--- config.mk ---
export PLATFORM = sky130hd
export DESIGN_NAME = neuron_frame_loader
export DESIGN_NICKNAME = d
export VERILOG_FILES = /design/src/rtl/neuron_frame_loader.sv
export SDC_FILE = /design/constraint.sdc
export NUM_CORES = 1
export LEC_CHECK = 0
export ABC_AREA = 1
export CAP_MARGIN = 25
export CORE_AREA = 2 2 651 653
export CTS_CLUSTER_DIAMETER = 60
export CTS_CLUSTER_SIZE = 14
export DETAILED_ROUTE_END_ITERATION = 10
export DIE_AREA = 0 0 653 655
export SYNTH_ARGS = -nofsm -noshare
export SYNTH_HDL_FRONTEND = slang
export SYNTH_SLANG_ARGS = --single-unit
--- constraint.sdc ---
create_clock -name clk -period 32.3 [get_ports clk]
set_input_delay 6.46 -clock clk [delete_from_list [all_inputs] [get_ports clk]]
set_output_delay 6.46 -clock clk [all_outputs]
set_load 0.02 [all_outputs]
--- src/rtl/neuron_frame_loader.sv ---
// Serial pixel loader for a 49-input floating-point neuron.
// Accepts unsigned pixels over valid/ready and converts each one to IEEE-754
// single precision. A full frame is held as a stable parallel vector and
// strobed into the neuron. The loader then waits out the neuron's fixed
// pipeline latency and captures its output as a qualified result.
module neuron_frame_loader #(
    parameter int N_INPUTS       = 49,
    parameter int PIX_W          = 8,
    parameter int NEURON_LATENCY = 6
) (
    input  logic                     clk,
    input  logic                     rst,
    input  logic                     pix_valid,
    output logic                     pix_ready,
    input  logic [PIX_W-1:0]         pix_data,
    input  logic                     pix_last,
    output logic [N_INPUTS-1:0][31:0] vec_out,
    output logic                     vec_valid,
    input  logic [31:0]              neuron_out,
    output logic [31:0]              result,
    output logic                     result_valid,
    output logic                     frame_err
);

    localparam int                CNT_W    = $clog2(N_INPUTS);
    localparam logic [CNT_W-1:0]  LAST_IDX = CNT_W'(N_INPUTS - 1);
    localparam logic [5:0]        LAT_INIT = 6'(NEURON_LATENCY - 1);

    typedef enum logic [1:0] {
        S_LOAD  = 2'd0,
        S_ISSUE = 2'd1,
        S_WAIT  = 2'd2
    } state_t;

    state_t           state;
    logic [CNT_W-1:0] cnt;
    logic [5:0]       lat;
    logic             accept;

    // Exact unsigned-to-float conversion. Any pixel of 24 bits or fewer fits
    // the 24-bit significand, so no rounding is ever needed.
    function automatic logic [31:0] to_float(input logic [PIX_W-1:0] v);
        logic [4:0]  p;
        logic [23:0] sig;
        // NOTE: every local gets a value before any conditional use, so no
        // storage is implied when this is evaluated combinationally.
        p = 5'd0;
        for (int i = 0; i < PIX_W; i++) begin
            if (v[i]) p = 5'(i);
        end
        sig = 24'(v) << (5'd23 - p);
        if (v == '0) return 32'h0000_0000;
        return {1'b0, 8'd127 + {3'b000, p}, sig[22:0]};
    endfunction

    // Pixels are only taken in LOAD, and never while reset is held.
    assign pix_ready = (state == S_LOAD) && !rst;
    assign accept    = pix_valid && pix_ready;

    // Frame FSM: load pixels, issue the vector, wait out the neuron latency.
    always_ff @(posedge clk or posedge rst) begin
        if (rst) begin
            // NOTE: vec_out is a register bank driven straight into the
            // neuron, so it is cleared on reset rather than left undefined.
            state        <= S_LOAD;
            cnt          <= '0;
            lat          <= '0;
            vec_out      <= '0;
            vec_valid    <= 1'b0;
            result       <= '0;
            result_valid <= 1'b0;
            frame_err    <= 1'b0;
        end else begin
            // NOTE: non-blocking assignments throughout, so every branch
            // below sees the values from before this clock edge.
            vec_valid    <= 1'b0;
            result_valid <= 1'b0;
            frame_err    <= 1'b0;
            case (state)
                S_LOAD: begin
                    if (accept) begin
                        vec_out[cnt] <= to_float(pix_data);
                        if (cnt == LAST_IDX) begin
                            // Full frame: issue it even if pix_last was missing.
                            cnt       <= '0;
                            state     <= S_ISSUE;
                            vec_valid <= 1'b1;
                            frame_err <= !pix_last;
                        end else if (pix_last) begin
                            // Early last: drop the partial frame and restart.
                            cnt       <= '0;
                            frame_err <= 1'b1;
                        end else begin
                            cnt <= cnt + 1'b1;
                        end
                    end
                end
                S_ISSUE: begin
                    lat   <= LAT_INIT;
                    state <= S_WAIT;
                end
                S_WAIT: begin
                    if (lat == 6'd0) begin
                        result       <= neuron_out;
                        result_valid <= 1'b1;
                        state        <= S_LOAD;
                    end else begin
                        lat <= lat - 1'b1;
                    end
                end
                default: state <= S_LOAD;
            endcase
        end
    end

endmodule
# == Word level (Yosys, flattened, before mapping) ==
# Index checks and enable logic that the tools add are counted.
# op_classes
n_addsub,4
magnitude_cmp,2
eq_ne,7
shifts,1
mux,36
reduce_logical,13
# ops
operator,n
$bwmux W1568,1
$demux W32 S6,1
$mux W32,5
$mux W5,8
$shl A8 B5 Y23,1
$mux W6,3
$mux W1,13
$pmux W6 S2,1
$add A7 B5 Y8 const A,1
$logic_not A8 Y1,1
$lt A6 B7 Y1 const B,1
$add A6 B1 Y6 const B,1
$eq A6 B6 Y1 const B,1
$ge A6 B1 Y1 const B,1
$logic_not A6 Y1,1
$mux W2,3
$ne A2 B2 Y1 const B,3
$pmux W2 S3,1
$reduce_and A2 Y1,3
$sub A6 B1 Y6 const B,1
$sub A5 B5 Y5 const A,1
$logic_and A1 B1 Y1,3
$reduce_and A3 Y1,1
$eq A2 B1 Y1 const B,1
other kinds (5),6
# totals
register_bits,1617
inputBits,44
out_inout_bits,1604
wordCells,119

# == Depth between registers and ports, before layout ==
# Gate-level depths: netlist of the first run.
# depth
ltp_word,15
ltp_mapped,13
ltp_nobuf,11

# == Least setup slack after synthesis of the first run ==
# No wires, ideal clock.
# synth_path
kind,input -> register
from,input rst
to,register vec_out[624] (netlist name)
setup_time_ns,0.130
t_arrival_ns,24.124
required_ns,32.170
setup_slack_ns,8.047
path_stages,9
n_path_buf,1
cell_sequence,inv_1 -> nand3_4 -> nor2_8 -> nand3_4 -> nor2_4 -> inv_2 -> buf_2 -> nand2_1 -> o21ai_1
# synth_via
elab_chain_cells,4
# synth_lines
item,line_no,text
from (decl),12,"input logic rst,"
$logic_not A1 Y1 (no line),-,
$logic_and A1 B1 Y1,57,assign pix_ready = (state == S_LOAD) && !rst;
$logic_and A1 B1 Y1,58,assign accept = pix_valid && pix_ready;
$reduce_and A2 Y1 (no line),-,
"to (signal, indexed assignment)",82,vec_out[cnt] <= to_float(pix_data);
to (decl),17,"output logic [N_INPUTS-1:0][31:0] vec_out,"
# No other way between the ends.
# A chain may end at the register's enable or synchronous reset.

# == Final worst setup path of the first run ==
# layout_path
from,input rst
to,output pix_ready
# layout_via
elab_chain_cells,2
# layout_lines
item,line_no,text
$logic_not A1 Y1 (no line),-,
$logic_and A1 B1 Y1,57,
to (decl),14,"output logic pix_ready,"
# No other way between the ends.

==> results.md, run 1 <==
- Final wirelength: 154500 µm
- CP arrival: 7.79 ns
- Layout Cells excl Fill: 9915
- Layout filler cell count: 48.46k
- Placer Congestion: 0.7270
- Nets@finish: 4354
- Cts repair resizes: 0
- Max cap viols: 0
- Hold path depth: 2
- Flops & latches, synth: 686
- Post-synth top area cell: dfrtp_1
- Fmax: 70.17 MHz
- Fin area: 47650 µm²
- Final setup TNS: 0 ns
- Pre-antenna DRT Iters: 6
- Setup Crit Path Kind: in -> out
- Postcts setup bufs: 0
- PortBufs: 814
- Vias per std cell: 2.468
- Hold Path Class: reg -> reg
- Worst setup EP type: output port
- R2R cell count: 8
- Hold buffer count at cts: 0
- WP data required: 25.84 ns
- CTS tree: done
- WL met1: 63450 µm
- Total grt overflow: 0
- Min-delay src: result[19]$_DFFE_PP0P_
- Top cells by area, synth: dfrtp_1, buf_4, nand2_1, o21ai_1, nand3_1
- Met2 WL post-DR: 74700 µm
- Dominant synthesized flop cell: dfrtp_1
- Width of the die: 653 µm
- Initial Util: 0.08074
- Synthesized area: 34040 µm²
- Max-slew headroom: 0.3587
- Number of cell rows: 239
- Synth Area in XOR/XNOR: 0.0005146
- Final Hold Vio Count: 0
- Tmin final: 14.25 ns
- Area share of the leading cell type in the synthesized netlist: 0.5043
- Total number of vias: 24.47k
- Multiplexer share of the synthesized area: 0
- Post-Synth Simple-Gate Area: 0.1666
- Largest net degree at the start of global routing: 101
- Layout area overhead: 39.98%
- DRT antenna net count: 0
- Worst r2r dst: vec_out[208]$_DFFE_PP0P_
- Setup violators final: 0
- Worst-skew pair later-pin latency: 0.82 ns
- Leak: 20.24 nW
- Clock root cell: clkbuf_16
- Die height: 655 µm
- Synth unique cells: 41
- Synth Area in Adders: 0.002205
- Power Density: 56.26 nW/µm²
- Leading cell type in the layout, fill and taps excluded: nand2_1
- Yosys warnings: 0
- Largest family of logic cells by synthesized area: buffers and inverters
- Register area share after synthesis: 0.5043
- Startpoint type of the worst setup path: primary input
- Metal3 WL: 10980 µm
- WHS Endpoint: result[19]$_DFFE_PP0P_
- Worst vdd ir: 38.87 µV
- Post-DP Area: 44510 µm²
- Gr usage total: 0.06825
- Drt wl/cell: 15.58 µm
- Layout cells sized above 1: 0.08987
- Outcome: finished clean
- First-pass GRT wire length: 197700 µm
- Avg Cell Area, Syn: 9.332 µm²
- Clock Path Buffers: 4
- Worst-path clk slew: 0.06 ns
- Number of flops mapped to enable cells by yosys: 0
- Die ar.: 427700 µm²
- Clock Sinks: 686
- Fin crit share: 0.4412
- Initial antenna violation count: 27
- RSZ-0062 raised after global routing: false
- DP Cell Count: 9754
- R2R Setup Slk: 29.17 ns
- Cts bufs inserted: 90
- Top routing layer in use: met5
- Top Ports: 1648
- Initial DRC Count: 1874
- Clock Skew: 0.07496 ns
- Vias in the first global route: 21.95k
- Least-Margin Pin Slew: 0.9619 ns
- Max FO, Critical Path: 2
- Most frequent cells in the layout: nand2_1, conb_1, clkdlybuf4s50_1
- DRC: 0
- FF-to-FF Start: state[0]$_DFFE_PP0P_
- Post-Synthesis Cells: 3648
- Dpl hpwl: 114300 µm
- Fraction of registers with async set or reset after synthesis: 1.000
- Slew Limit Fails: 0
- H-tree depth: 3
- Fraction of the mapped netlist area in compound gates: 0.07476
- Fin Hold WS: 0.4731 ns
- Core area: 421600 µm²
-- area by class of cell --
| type | count | area [µm²] | area share |
|---|---|---|---|
| well taps | 5543 | 6935 | 0.1455 |
| clock inverters | 53 | 774.5 | 0.01625 |
| repair buffers | 859 | 8518 | 0.1788 |
| flip-flops and latches | 686 | 17170 | 0.3602 |
| clock buffers | 97 | 2318 | 0.04865 |
| inverters | 86 | 335.3 | 0.007037 |
| multi-input cells | 2581 | 11580 | 0.2430 |
| diodes | 10 | 25.02 | 0.0005251 |
-- cells by family (layout without fill, tap and decap cells) --
kind of cell | Yosys count | in the layout
other | 1 | 843
buffers and inverters | 1213 | 1095
adder cells (fa/ha/maj) | 6 | 6
AO/OA/AOI/OAI | 461 | 461
flip-flops | 686 | 686
XOR/XNOR | 2 | 2
AND/OR/NAND/NOR | 1279 | 1279
-- worst max-delay path by stage --
| stage | start | end | slack [ns] | cells after the start |
|---|---|---|---|---|
| floorplan | rst | cnt[0]$_DFFE_PP0P_ | 6.54 | 1 |
| global placement | rst | pix_ready | 17.97 | 3 |
| detailed placement | rst | pix_ready | 18.07 | 3 |
| CTS | rst | pix_ready | 18.05 | 3 |
| global route | rst | pix_ready | 18.03 | 3 |
| finish | rst | pix_ready | 18.05 | 3 |
-- worst max-delay path, stage by stage --
cell and delay [ns]:
clkdlybuf4s50_1 0.51, nor3_1 0.18, clkdlybuf4s50_1 0.64
-- power by group --
part	internal (mW)	leakage, nW	switching (mW)
clock network	0.613	1.50	0.451
logic	0.201	9.47	0.416
registers	0.948	9.27	0.0523
total	1.76	20.2	0.919
-- cell usage after synthesis (all sizes together) (2+ instances only) --
| cell | instances |
|---|---|
| nor3 | 10 |
| o22ai | 2 |
| nand4 | 54 |
| nand3 | 167 |
| xor2 | 2 |
| ha | 6 |
| dfrtp | 686 |
| inv | 85 |
| o21ai | 448 |
| nor2 | 66 |
| clkbuf | 59 |
| a21oi | 6 |
| buf | 1068 |
| nand2 | 978 |
-- layer usage --
metal,global-route usage,vias to the layer above
met1,0.08450,11970
met2,0.1140,1130
met5,0,-
li1,-,11200
met4,0.02487,2
met3,0.01695,177
-- flip-flops by register name (all words and copies together) (netlist names) --
register and count:
cnt 6, frame_err 1, lat 6, result 32, result_valid 1, state 2
vec_out 637, vec_valid 1
-- stage by stage --
stage,setup WS [ns],power [mW],util
finish,18.05,2.681,0.1130
detailed placement,18.07,1.647,0.1056
global route,18.03,2.817,0.1130
floorplan,6.537,1.410,-
CTS,18.05,2.745,0.1129
global placement,17.97,1.643,0.1056
No activity file was read; power rests on OpenSTA's default activity.
==> run 2: changes to the inputs <==
- clock period: 32.3 -> 11.8 ns (I/O delays scaled with it)
==> run 2 against run 1 <==
Compared with the run above: register-to-register slack lost 20 ns; largest cell class unchanged; critical endpoint unchanged; count of clock-buffer cells in the layout increased by 8; first-iteration DRC count is 6.4% lower; routed wire length grew 9.5%; critical path type unchanged; core utilization grew 0.11 points; die area unchanged; design area grew 0.98%; global-route usage grew 0.69 points; highest routed layer is now met4; power grew to 2.8 times the previous value; hold slack worse by 0.0034 ns.
==> results.md, run 2 (synthesized netlist as in run 1, its figures left out) <==
- Max cap viols: 0 (unchanged)
- Hold buffer count at cts: 0 (unchanged)
- Tmin final: 5.964 ns
- Power Density: 157.2 nW/µm² (+180%)
- Max-slew headroom: 0.2866 (-0.07209)
- Total number of vias: 24.85k (+1.5%)
- DP Cell Count: 9753 (-0.010%)
- Fin crit share: 0.5054
- Leak: 20.43 nW (+0.93%)
- Initial DRC Count: 1755 (-6.4%)
- H-tree depth: 3 (unchanged)
- DRC: 0 (unchanged)
- Worst vdd ir: 91.66 µV (+140%)
- Leading cell type in the layout, fill and taps excluded: nand2_1
- Post-DP Area: 44710 µm² (+0.45%)
- Worst-path clk slew: 0.06 ns (about the same)
- Drt wl/cell: 17.04 µm (+9.4%)
- DRT antenna net count: 0 (unchanged)
- Utilization after layout: 0.1141 (+0.001107)
- Top routing layer in use: met4
- Placer Congestion: 0.7416 (+2.0%)
- Dpl hpwl: 126200 µm (+10%)
- Most frequent cells in the layout: nand2_1, conb_1, clkdlybuf4s50_1
- Postcts setup bufs: 0 (unchanged)
- Setup ws final: 5.836 ns (-12.21 ns)
- Worst setup EP type: output port
- Initial antenna violation count: 18 (-33%)
- WP data required: 9.44 ns (-16.40 ns)
- Cts repair resizes: 0 (unchanged)
- First-pass GRT wire length: 215800 µm (+9.2%)
- Least-Margin Pin Slew: 1.070 ns (+0.1081 ns)
- Layout Cells excl Fill: 9927 (+0.12%)
- Setup Crit Path Kind: in -> out
- Die height: 655 µm (unchanged)
- Final Hold Vio Count: 0 (unchanged)
- Met2 WL post-DR: 83700 µm (+12%)
- Largest net degree at the start of global routing: 132 (+31%)
- Slew Limit Fails: 0 (unchanged)
- Vias per std cell: 2.503 (+1.4%)
- Hold Path Class: reg -> reg
- Biggest regs: vec_out: 637 flops, result: 32 flops
- Max FO, Critical Path: 2 (unchanged)
- Core area: 421600 µm² (unchanged)
- Cts bufs inserted: 97 (+7.8%)
- Top Ports: 1648 (unchanged)
- Clock Skew: 0.08616 ns (+0.01121 ns)
- Pre-antenna DRT Iters: 5 (-1)
- Worst-skew pair later-pin latency: 0.88 ns (+0.06 ns)
- CP arrival: 3.60 ns (-4.19 ns)
- RSZ-0062 raised after global routing: false
- Gr usage total: 0.07513 (+0.006881)
- Clock root cell: clkbuf_16
- Vias in the first global route: 22.71k (+3.5%)
- Total grt overflow: 0 (unchanged)
- CTS tree: done
- WL met1: 70550 µm (+11%)
- Setup violators final: 0 (unchanged)
- Number of cell rows: 239 (unchanged)
- Width of the die: 653 µm (unchanged)
- Clock Sinks: 686 (unchanged)
- Startpoint type of the worst setup path: primary input
- Final wirelength: 169200 µm (+9.5%)
- Die ar.: 427700 µm² (unchanged)
- Nets@finish: 4360 (+0.14%)
- Layout cells sized above 1: 0.09801 (+0.008145)
- PortBufs: 814 (unchanged)
- Layout area overhead: 41.35%
- Outcome: finished clean
- Clock Path Buffers: 4 (unchanged)
- Fin area: 48120 µm² (+0.98%)
- Fmax: 167.7 MHz
- Metal3 WL: 10190 µm (-7.2%)
- Max FFs per register: 637 (unchanged)
- Dpl ws: 5.285 ns (-12.78 ns)
- Most flop-heavy register: vec_out
- Initial Util: 0.08074 (unchanged)
run 2: routing by layer:
layer | vias up | track usage
li1 | 11220 | -
met1 | 12290 | 0.09351
met2 | 1149 | 0.1296
met3 | 191 | 0.01516
met4 | 0 | 0.02298
met5 | - | 0
run 2: final timing paths:
check	from	endpoint	slack, ns	cells after the start
max	rst	pix_ready	5.84	3
min	result[28]$_DFFE_PP0P_	result[28]$_DFFE_PP0P_	0.47	2
max reg2reg	state[0]$_DFFE_PP0P_	vec_out[668]$_DFFE_PP0P_	8.98	8
min reg2reg	result[28]$_DFFE_PP0P_	result[28]$_DFFE_PP0P_	0.47	2
max in group asynchronous	rst	vec_out[756]$_DFFE_PP0P_	6.75	5
min in group asynchronous	rst	vec_out[1465]$_DFFE_PP0P_	2.13	2
run 2: power breakdown:
part | switching, mW | internal (mW)
combinational | 1.15 | 0.557
sequential | 0.161 | 2.60
clock | 1.33 | 1.77
total | 2.64 | 4.92
run 2: critical path, stage by stage:
cell and delay (ns):
clkdlybuf4s50_1 0.46, nor3_1 0.15, clkdlybuf4s50_1 0.63
run 2: area by class of cell:
| cell class | count | area, µm² |
|---|---|---|
| well taps | 5543 | 6935 |
| clock buffers | 105 | 2517 |
| repair buffers | 858 | 8653 |
| fillers | 48370 | 373500 |
| multi-input cells | 2581 | 11650 |
| clock inverters | 61 | 849.6 |
| flip-flops and latches | 686 | 17170 |
| diodes | 7 | 17.52 |
| inverters | 86 | 331.6 |
run 2: metrics by stage:
| step | hold WS, ns | TNS, ns | total power [mW] |
|---|---|---|---|
| 6_report | 0.4697 | 0 | 7.566 |
| 5_1_grt | 0.4929 | 0 | 7.935 |
| 4_1_cts | 0.4720 | 0 | 7.750 |
| 3_5_place_dp | 0.4570 | 0 | 4.548 |
| 3_3_place_gp | 0.4541 | 0 | 4.533 |
| 2_1_floorplan | 0.4892 | -2102.13 | 3.865 |
